--- src/rtl/result_collector.sv ---
// Collects registered results from the upstream 8-bit adder stage into a small show-ahead FIFO
// and keeps running statistics (sum, carry count, sticky wrap flag) over every accepted result.
module result_collector #(
  parameter int DEPTH = 4  // power of two, 2..16
) (
  input  logic                     clk,
  input  logic                     rst_n,
  input  logic                     in_valid,
  input  logic [7:0]               in_c,
  input  logic                     in_cout,
  output logic                     in_ready,
  output logic                     out_valid,
  output logic [8:0]               out_data,
  input  logic                     out_ready,
  input  logic                     acc_clr,
  output logic [15:0]              acc,
  output logic [7:0]               carry_cnt,
  output logic                     overflow,
  output logic [$clog2(DEPTH):0]   count
);

  localparam int AW = $clog2(DEPTH);
  localparam int CW = AW + 1;

  logic [8:0]    mem_q [DEPTH];
  logic [AW-1:0] wr_ptr_q, wr_ptr_d;
  logic [AW-1:0] rd_ptr_q, rd_ptr_d;
  logic [CW-1:0] count_q, count_d;
  logic [15:0]   acc_q, acc_d;
  logic [7:0]    carry_cnt_q, carry_cnt_d;
  logic          overflow_q, overflow_d;

  logic          push;
  logic          pop;
  logic [8:0]    push_data;
  logic [16:0]   acc_sum;

  // Handshake: in_ready depends only on occupancy, so a pop while full never frees a slot early.
  assign in_ready  = (count_q != CW'(DEPTH));
  assign out_valid = (count_q != '0);
  assign push      = in_valid && in_ready;
  assign pop       = out_valid && out_ready;
  assign push_data = {in_cout, in_c};

  // Storage is left unreset; out_data masking keeps stale entries invisible.
  always_ff @(posedge clk) begin
    if (push) begin
      mem_q[wr_ptr_q] <= push_data;
    end
  end

  always_comb begin
    wr_ptr_d = wr_ptr_q;
    rd_ptr_d = rd_ptr_q;
    count_d  = count_q;
    if (push) begin
      wr_ptr_d = wr_ptr_q + AW'(1);
    end
    if (pop) begin
      rd_ptr_d = rd_ptr_q + AW'(1);
    end
    case ({push, pop})
      2'b10:   count_d = count_q + CW'(1);
      2'b01:   count_d = count_q - CW'(1);
      default: count_d = count_q;
    endcase
  end

  assign acc_sum = {1'b0, acc_q} + {8'h00, push_data};

  // Clear wins over accumulation, but never gates the FIFO push itself.
  always_comb begin
    acc_d       = acc_q;
    carry_cnt_d = carry_cnt_q;
    overflow_d  = overflow_q;
    if (acc_clr) begin
      acc_d       = '0;
      carry_cnt_d = '0;
      overflow_d  = 1'b0;
    end else if (push) begin
      acc_d      = acc_sum[15:0];
      overflow_d = overflow_q | acc_sum[16];
      if (in_cout && (carry_cnt_q != 8'hFF)) begin
        carry_cnt_d = carry_cnt_q + 8'd1;
      end
    end
  end

  always_ff @(posedge clk) begin
    if (!rst_n) begin
      wr_ptr_q    <= '0;
      rd_ptr_q    <= '0;
      count_q     <= '0;
      acc_q       <= '0;
      carry_cnt_q <= '0;
      overflow_q  <= 1'b0;
    end else begin
      wr_ptr_q    <= wr_ptr_d;
      rd_ptr_q    <= rd_ptr_d;
      count_q     <= count_d;
      acc_q       <= acc_d;
      carry_cnt_q <= carry_cnt_d;
      overflow_q  <= overflow_d;
    end
  end

  assign out_data  = out_valid ? mem_q[rd_ptr_q] : 9'h000;
  assign acc       = acc_q;
  assign carry_cnt = carry_cnt_q;
  assign overflow  = overflow_q;
  assign count     = count_q;

endmodule

--- config.mk ---
export PLATFORM = sky130hd
export DESIGN_NAME = result_collector
export DESIGN_NICKNAME = d
export VERILOG_FILES = /design/src/rtl/result_collector.sv
export SDC_FILE = /design/constraint.sdc
export NUM_CORES = 1
export LEC_CHECK = 0
export CORE_AREA = 2 2 87 110
export CTS_CLUSTER_SIZE = 30
export DETAILED_ROUTE_END_ITERATION = 10
export DIE_AREA = 0 0 89 112
export HOLD_SLACK_MARGIN = 0.1
export PLACE_DENSITY = 0.66
export RECOVER_POWER = 50
export SETUP_SLACK_MARGIN = 0.4
export SLEW_MARGIN = 0
export SYNTH_ARGS = -nofsm -noshare
export SYNTH_HDL_FRONTEND = slang
export SYNTH_SLANG_ARGS = --single-unit
--- constraint.sdc ---
create_clock -name clk -period 2.8 [get_ports clk]
set_clock_uncertainty 0.05 [all_clocks]
set_input_delay 0.56 -clock clk [delete_from_list [all_inputs] [get_ports clk]]
set_output_delay 0.56 -clock clk [all_outputs]
set_load 0.01 [all_outputs]
# Yosys cells after proc, flatten, opt, wreduce, memory -nomap -nowiden
# Memory sizes are Yosys's and may differ from the RTL's. A register that Yosys moved wholly into a read port is not among the register bits.
# Index checks and enable logic that the tools add are counted.
dict set report word_totals {
  rom_bits 0
  register_bits 32
  inputBits 14
  mem_count 1
  output_inout_bits 39
  ram_bits 36
  word_cells 32
  latchBits 0
}
# name words word_bits rd rd_clocked_by_memory_dff wr line
set memory_table {}
lappend memory_table {mem_q 4 9 1 1 1 25} ;# logic [8:0] mem_q [DEPTH];
dict set report classes {
  div_mod_pow 0
  n_eq_ne 4
  n_mul 0
  magnitude_cmp 0
  n_shift 0
  bitwise_logic 2
  n_mux 6
  n_addsub 6
  n_reduce_logical 7
}
# operator count
set op_table {}
lappend op_table {{adder 16 x 9 -> 17 bit} 1}
lappend op_table {{2-to-1 mux 9 bit} 1}
lappend op_table {{adder 8 x 1 -> 8 bit (second input constant)} 1}
lappend op_table {{!= test 8 bit (second input constant)} 1}
lappend op_table {{case mux 3 bit (2 select lines)} 1}
lappend op_table {{adder 2 x 1 -> 2 bit (second input constant)} 2}
lappend op_table {{2-to-1 mux 2 bit} 2}
lappend op_table {{adder 3 x 1 -> 3 bit (second input constant)} 1}
lappend op_table {{logical AND 1 bit} 3}
lappend op_table {{!= test 3 bit (second input constant)} 1}
lappend op_table {{nonzero test 3 bit} 1}
lappend op_table {{subtractor 3 x 1 -> 3 bit (second input constant)} 1}
lappend op_table {{equality test 2 x 1 -> 1 bit (second input constant)} 1}
lappend op_table {{equality test 2 bit (second input constant)} 1}
lappend op_table {{2-to-1 mux 1 bit} 2}
lappend op_table {{AND reduction 2 bit} 1}
lappend op_table {{nonzero test 2 bit} 1}
lappend op_table {{OR reduction 2 bit} 1}
lappend op_table {{NOT 1 bit} 1}
lappend op_table {{bitwise OR 1 bit} 1}

# Depth between registers and ports, before layout
# Gate-level depths: netlist of the first run.
dict set report logic_depth {
  word_depth 4
  ltp_mapped 11
  mapped_depth_nobuf 9
}

# Worst setup path after synthesis of the first run
# Ideal clock, no wire load.
dict set report synth_timing {
  kind {reg2reg}
  startpoint {reg count_q[2] (netlist: count[2])}
  endpoint {reg count_q[2] (netlist: count[2])}
  t_required_ps 2674
  path_stages_with_launch 12
  setup_time_ps 76
  arrival_time_ps 2433
  path_slack_ps 241
  cell_sequence {dfxtp_1 > or3b_1 > buf_4 > and2_4 > inv_4 > buf_4 > ha_1 > inv_1 > fa_1 > xor2_1 > or3_1 > a21boi_0}
}
dict set report synth_via {
  elab_chain_cells 4
  elab_cells_between_ends 10
}
# element line
set synth_lines {}
lappend synth_lines {{from (decl)} 28} ;# logic [CW-1:0] count_q, count_d;
lappend synth_lines {{from (signal assigned)} 100} ;# count_q <= count_d;
lappend synth_lines {{!= test 3 bit (*)} 39} ;# assign in_ready = (count_q != CW'(DEPTH));
lappend synth_lines {{named net in_ready} 11} ;# output logic in_ready,
lappend synth_lines {{logical AND 1 bit (*)} 41} ;# assign push = in_valid && in_ready;
lappend synth_lines {{equality test 2 x 1 -> 1 bit or equality test 2 bit (tied branches)} 62} ;# case ({push, pop})
lappend synth_lines {{case mux 3 bit (2 select lines) or nonzero test 2 bit (tied branches)} --}
# The timed path passes the listed nets; every way through them passes the cells marked *.
# A chain may end at the register's enable or synchronous reset.

# Worst setup path after layout of the first run
dict set report layout_timing {
  startpoint {reg count_q[0] (netlist: count[0])}
  endpoint {out out_valid}
}
dict set report layout_via {
  elab_chain_cells 1
}
# element line
set layout_lines {}
lappend layout_lines {{nonzero test 3 bit} 40} ;# assign out_valid = (count_q != '0);
lappend layout_lines {{to (decl)} 12} ;# output logic out_valid,
# No other way between the ends.

==> metrics.txt, run 1 <==
status complete, no violations; first-pass GRT wire length approximately 11000 um; die height ~110 um; Syn Inst Count 276; CTS tree built; core box area ~9000 um^2; vias in the first global route about 2400; Top Layer Used met4; Rows 39; Initial DRT Pass Iterations 4; 1st-iter DRT viols 80; Critical Path AT 1.80 ns; post-synth top area share 32.86%; CP required 2.19 ns; CP Max Fanout 11; P&R area growth vs syn 33.43%; prevailing post-synth register cell edfxtp_1; Clock Latency Late Sink around 0.34 ns; register bit total from synthesis 70; Reg power frac a little under two fifths; Synth area leaders edfxtp_1 33%, dfxtp_1 21%, mux4_2 6.2%; P_int 2384 uW; CP max stage delay approximately 0.57 ns; I/O Pins 53; Overall Global Routing Usage 15.39%; number of flops mapped to enable cells by yosys 36; Psw roughly 930 uW; part of the power in the clock network between 30% and 40%; critical path cell sequence or3_1 -> clkdlybuf4s50_1; largest area contributor in the netlist edfxtp_1; layout cells sized above 1 15.23%; Yosys warnings 0; Starting Density 36.64%; Final period util between 80 and 90%; fmax 0.4152 GHz; Synth cell types 43; placed instance area 4010 um^2; routed len/inst about 15 um; DRT met1 WL between 2000 and 3000 um; ANT cells 0; initial antenna violation count 0; post-route cell area between 4000 and 5000 um^2; slowest CP cell or3_1; syn_nets between 300 and 400; total number of vias roughly 2400; Root Buffer Master clkbuf_16; CTS clk-pin slew, worst paths around 0.050 ns; wire length on met2 roughly 3800 um; kind of end point of the critical path primary output; HPWL Detailed between 4000 and 5000 um; DRT Wirelength about 7100 um; Final setup viols 0; Switching Share between 20 and 30%; Cell Pwr Density 753.8 nW/um^2; Max-slew headroom about three fifths; final hold vios 0; DR vias/cell roughly 5.0; max cap viols 0; min Tclk post-route approximately 2.4 ns; combinational share of power a little under 30%; DIE WIDTH 89 um; Slew Limit Fails 0; Overflow after GRT 0; metal3 WL between 200 and 300 um; CTS Sinks 70; crit start category flip-flop; Longest Clk Path Bufs 2; Peak supply drop approximately 0.00032 V; Syn Area/Cell 11.92 um^2; async set or reset register ratio after synthesis 0%; unrepaired setup endpoints after global routing no; dpl ws -0.02343 ns; register area share after synthesis a little over half; CP Class flip-flop to primary output; Least-Margin Pin Slew between 0.6 and 0.7 ns; detailed-route DRC error count 0; leak pwr around 0.0016 uW; Antenna Violating Nets Remaining 0; H-tree depth 3; final setup margin approximately 0.39 ns; Die Area around 10000 um^2; Hold Crit Class flip-flop to flip-flop; fin nets around 370; largest net degree at the start of global routing 22; number of port buffers between 50 and 60; Placer Congestion 0.8026; number of CTS-inserted buffers 9; Cell Area, Synth around 3300 um^2
-- worst max-delay path: cells and delay by family (launching register included) --
kind,cells,cell delay [ns]
simple gates,1,0.57
buf+inv,1,0.55
flops,1,0.35
-- per-layer routing --
layer,vias up,track usage [%]
met5,-,0
li1,1146,-
met4,0,8.358
met2,43,25.82
met3,13,3.336
met1,1153,17.88
-- kinds of logic after synthesis --
family	count (synthesis)	synth area share, %
compound gates	43	9.319
xor+xnor	16	4.260
fa+ha+maj	17	6.923
buf+inv	19	2.548
flops	70	53.56
mux	13	7.379
simple gates	98	16.01
-- final timing paths --
check / startpoint / to / slack [ns] / depth (start not counted)
setup reg to reg: count[0]$_SDFFE_PN0P_ / count[2]$_SDFFE_PN0P_ / 0.42 / 8
setup / recovery: count[0]$_SDFFE_PN0P_ / out_valid / 0.39 / 2
hold / removal: overflow$_SDFFE_PP0P_ / overflow$_SDFFE_PP0P_ / 0.44 / 2
hold reg to reg: overflow$_SDFFE_PP0P_ / overflow$_SDFFE_PP0P_ / 0.44 / 2
-- power by group through the flow --
| stage | clock, uW | combinational, uW | sequential, uW |
|---|---|---|---|
| final | 1070 | 972 | 1270 |
| after detailed placement | 0 | 970 | 1280 |
| after global placement | 0 | 957 | 1270 |
| after floorplan | 0 | 581 | 1270 |
| after global routing | 1140 | 1080 | 1280 |
| after CTS | 1090 | 965 | 1260 |
-- synthesized netlist by cell type (2+ instances only) --
| library cell | n |
|---|---|
| a41o_1 | 3 |
| edfxtp_1 | 36 |
| a2111o_1 | 2 |
| and4_1 | 3 |
| or3_1 | 3 |
| a21o_1 | 3 |
| nand2_1 | 27 |
| o21ai_0 | 4 |
| a21boi_0 | 3 |
| a21boi_1 | 2 |
| nor2_1 | 16 |
| mux4_2 | 9 |
| mux2i_1 | 4 |
| fa_1 | 2 |
| xor2_1 | 7 |
| a21oi_1 | 12 |
| inv_1 | 8 |
| clkbuf_1 | 6 |
| and2_1 | 15 |
| buf_2 | 2 |
| a31oi_1 | 6 |
| dfxtp_1 | 34 |
| xnor2_1 | 9 |
| nand4_1 | 6 |
| nand3_1 | 8 |
| ha_1 | 15 |
| and3_1 | 9 |
| buf_4 | 2 |
| nand2b_1 | 4 |
| nor2b_1 | 3 |
-- cell usage in the layout, fill, tap and decap left out, types with 2 or more instances in the layout --
cell and n:
clkdlybuf4s50_1 32, dlygate4sd3_1 9, xor2_1 7, clkbuf_16 9
and3_1 9, ha_1 11, a21boi_1 3, ha_4 3
and2_1 13, a2111o_1 2, inv_1 8, edfxtp_1 36
xnor2_1 9, dlygate4sd2_1 3, a21boi_0 2, clkbuf_1 5
nor2_1 15, or3_1 3, a21oi_1 11, and4_1 3
clkdlybuf4s15_1 4, o21ai_0 4, clkbuf_8 3, a41o_1 3
mux2i_1 4, nand4_1 6, dfxtp_2 3, dlymetal6s2s_1 3
clkinv_2 2, and2_0 3, nand2_1 27, a31oi_1 6
nand2b_1 4, nand3_1 8, nor2b_1 3, dfxtp_1 30
mux4_2 9, buf_4 9, a21o_1 3
-- stage by stage --
step	setup TNS (ns)	power, uW	cells	utilization, %	hold WS (ns)
floorplan	0	1846	276	-	0.4179
detailed placement	-0.07678	2247	451	44.66	0.4286
finish	0	3309	471	48.89	0.4397
global route	0	3499	471	48.89	0.4727
global placement	0	2226	451	44.66	0.4216
CTS	0	3321	468	48.05	0.4357
-- layout make-up --
type | count | area [um^2]
tap | 123 | 153.9
multi-input combinational | 187 | 1519
fill | 834 | 4589
clock buffer | 13 | 270.3
sequential | 70 | 1769
clock inverter | 3 | 17.52
inverter | 9 | 36.28
timing repair buffer | 66 | 623.1
-- repair_timing --
action                     CTS  global route
setup endpoints to repair   17            20
gates cloned                 1             0
setup buffers                0             3
pin swaps                    6             1
gates resized for setup     14            20
hold buffers                 0             0
-- sequential cells by signal, summed over array words and instances, names as in the netlist, named ones only --
signal	flops
rd_ptr_q	2
count	3
mem_q	36
carry_cnt	8
overflow	1
wr_ptr_q	2
acc	16
Power figures use the tool's default switching activity.
==> run 2: changes to the inputs <==
--- a/constraint.sdc
+++ b/constraint.sdc
@@ -4,2 +4,2 @@
 set_output_delay 0.56 -clock clk [all_outputs]
-set_load 0.01 [all_outputs]
+set_load 0.05 [all_outputs]
==> run 2 against run 1 <==
Against the previous run: setup slack got worse by 0.077 ns; wire length decreased by 0.99%; via count increased by 0.38%; hold slack got worse by 0.0097 ns; cell area decreased by 1.6%; total power increased by 10%; non-clock buffer count decreased by 1; critical path type is now primary input to flip-flop; critical endpoint is now acc[8]$_SDFFE_PP0P_.
==> metrics.txt, run 2 (synthesis gave the netlist of run 1 again) <==
status complete, no violations; Antenna Violating Nets Remaining 0 (unchanged); number of port buffers 52 (unchanged); commonest non-fill, non-tap cells in the layout 36 x edfxtp_1, 32 x dfxtp_1, 31 x clkdlybuf4s50_1; fmax 0.4024 GHz (-3.1%); crit start category primary input; routed len/inst 15.04 um (-0.78%); Final period util 88.75% (+2.7 points); final hold vios 0 (unchanged); CP Max Fanout 6 (-5); Overflow after GRT 0 (unchanged); initial antenna violation count 0 (unchanged); min Tclk post-route 2.485 ns (+0.07653 ns); Root Buffer Master clkbuf_16; Max-slew headroom 51.96% (-7.7 points); slowest CP cell dlygate4sd3_1; CTS Sinks 70 (unchanged); max reg flops 36 (unchanged); combinational share of power 35.5% (+6.1 points); CP required 3.00 ns (+0.81 ns); number of CTS-inserted buffers 9 (unchanged); HPWL Detailed 4959 um (+1.2%); Switching Share 35.54% (+7.6 points); Post-CTS Setup Repair Bufs 0 (unchanged); placed instance area 4015 um^2 (+0.12%); Starting Density 36.64% (unchanged); vias in the first global route 2332 (-1.2%); hold buffers post-CTS 0 (unchanged); Slew Limit Fails 0 (unchanged); layout cells sized above 1 15.56% (+0.33 points); H-tree depth 3 (unchanged); CP Class primary input to flip-flop; Min Hold Slack 0.4300 ns (-0.009716 ns); P&R area growth vs syn 31.30%; Reg power frac 34.4% (-3.9 points); part of the power in the clock network 30.2% (-2.1 points); total number of vias 2364 (+0.38%); fin cells 470 (-0.21%); Critical Path AT 2.68 ns (+0.88 ns); Initial DRT Pass Iterations 4 (unchanged); Final setup viols 0 (unchanged); dpl cells 454 (+0.67%); Final Util 48.10% (-0.78 points); die height 112 um (unchanged); DIE WIDTH 89 um (unchanged); Peak supply drop 0.0003040 V (-4.9%); Die Area 9968 um^2 (unchanged); leak pwr 0.001590 uW (-3.3%); CTS clk-pin slew, worst paths 0.06 ns (about the same); detailed-route DRC error count 0 (unchanged); Cell Pwr Density 846.1 nW/um^2 (+12%); Psw 1299 uW (+40%); I/O Pins 53 (unchanged); core box area 8979 um^2 (unchanged); Rows 39 (unchanged); critical path cell sequence dlygate4sd3_1 -> ha_1 -> and3_1 -> a221oi_4 -> buf_4 -> or4_1 -> a31oi_1; P_int 2356 uW (-1.2%); CTS tree built; Least-Margin Pin Slew 0.7206 ns (+0.1159 ns); ANT cells 0 (unchanged); DRT Wirelength 7071 um (-0.99%); largest net degree at the start of global routing 22 (unchanged); 1st-iter DRT viols 129 (+61%); first-pass GRT wire length 11410 um (-0.66%); Fillers 839 (+0.60%); Top reg by flops mem_q; most common cell after layout, fill and taps aside edfxtp_1; post-route cell area 4319 um^2 (-1.6%); Longest Clk Path Bufs 2 (unchanged); unrepaired setup endpoints after global routing yes; Clock Latency Late Sink 0.33 ns (about the same); fin nets 373 (-0.27%); kind of end point of the critical path flip-flop; DR vias/cell 5.030 (+0.60%); Overall Global Routing Usage 15.07% (-0.32 points); Placer Congestion 0.8430 (+5.0%); CP max stage delay 0.62 ns (+0.05 ns); Hold Crit Class flip-flop to flip-flop; max cap viols 0 (unchanged)
==> run 2: worst max-delay path, delay by kind of cell <==
family / cells / cell delay, ns
buffers and inverters: 2 / 0.78
and+or+nand+nor: 2 / 0.63
adders and majority gates: 1 / 0.44
AOI/OAI and AO/OA: 2 / 0.27
==> run 2: per-stage QoR <==
stage	setup TNS [ns]	setup WS [ns]	power [uW]
finish	0	0.3151	3655
global route	0	0.2297	3834
detailed placement	-0.4494	-0.1198	2596
floorplan	0	0.3213	2229
global placement	-0.2177	-0.06381	2577
CTS	0	0.4067	3700
==> run 2: path summary, 6_finish.rpt <==
| path | depth (start not counted) | startpoint | to | slack [ns] |
|---|---|---|---|---|
| setup / recovery | 7 | in_c[5] | acc[8]$_SDFFE_PP0P_ | 0.32 |
| hold / removal | 2 | acc[3]$_SDFFE_PP0P_ | acc[3]$_SDFFE_PP0P_ | 0.43 |
| setup reg to reg | 9 | count[0]$_SDFFE_PN0P_ | count[2]$_SDFFE_PN0P_ | 0.49 |
| hold reg to reg | 2 | acc[3]$_SDFFE_PP0P_ | acc[3]$_SDFFE_PP0P_ | 0.43 |
==> run 2: power groups by stage <==
| stage | Combinational, uW | Clock (uW) | Sequential [uW] |
|---|---|---|---|
| 2_1_floorplan | 876 | 0 | 1350 |
| 3_3_place_gp | 1300 | 0 | 1270 |
| 3_5_place_dp | 1320 | 0 | 1280 |
| 4_1_cts | 1310 | 1120 | 1260 |
| 5_1_grt | 1400 | 1160 | 1270 |
| 6_report | 1300 | 1100 | 1260 |
==> run 2: cell type report <==
| class | count | area (um^2) | area share (%) |
|---|---|---|---|
| repair buffers | 65 | 574.3 | 13.30 |
| clock buffers | 9 | 225.2 | 5.214 |
| inverters | 9 | 36.28 | 0.8401 |
| well taps | 123 | 153.9 | 3.563 |
| multi-input cells | 187 | 1498 | 34.68 |
| flip-flops and latches | 70 | 1767 | 40.90 |
| clock inverters | 7 | 65.06 | 1.506 |
==> run 2: layer usage <==
metal / routed length, um / up-vias / global-route usage [%]
li1: - / 1154 / -
met1: 3176 / 1151 / 19.00
met2: 3494 / 50 / 24.43
met3: 297 / 9 / 4.299
met4: 102 / 0 / 5.373
met5: 0 / - / 0
==> run 2: what timing repair did <==
item | 4_1_cts | 5_1_grt
pin swaps | 3 | 2
gates resized for setup | 4 | 7
endpoints found under the setup margin | 9 | 9
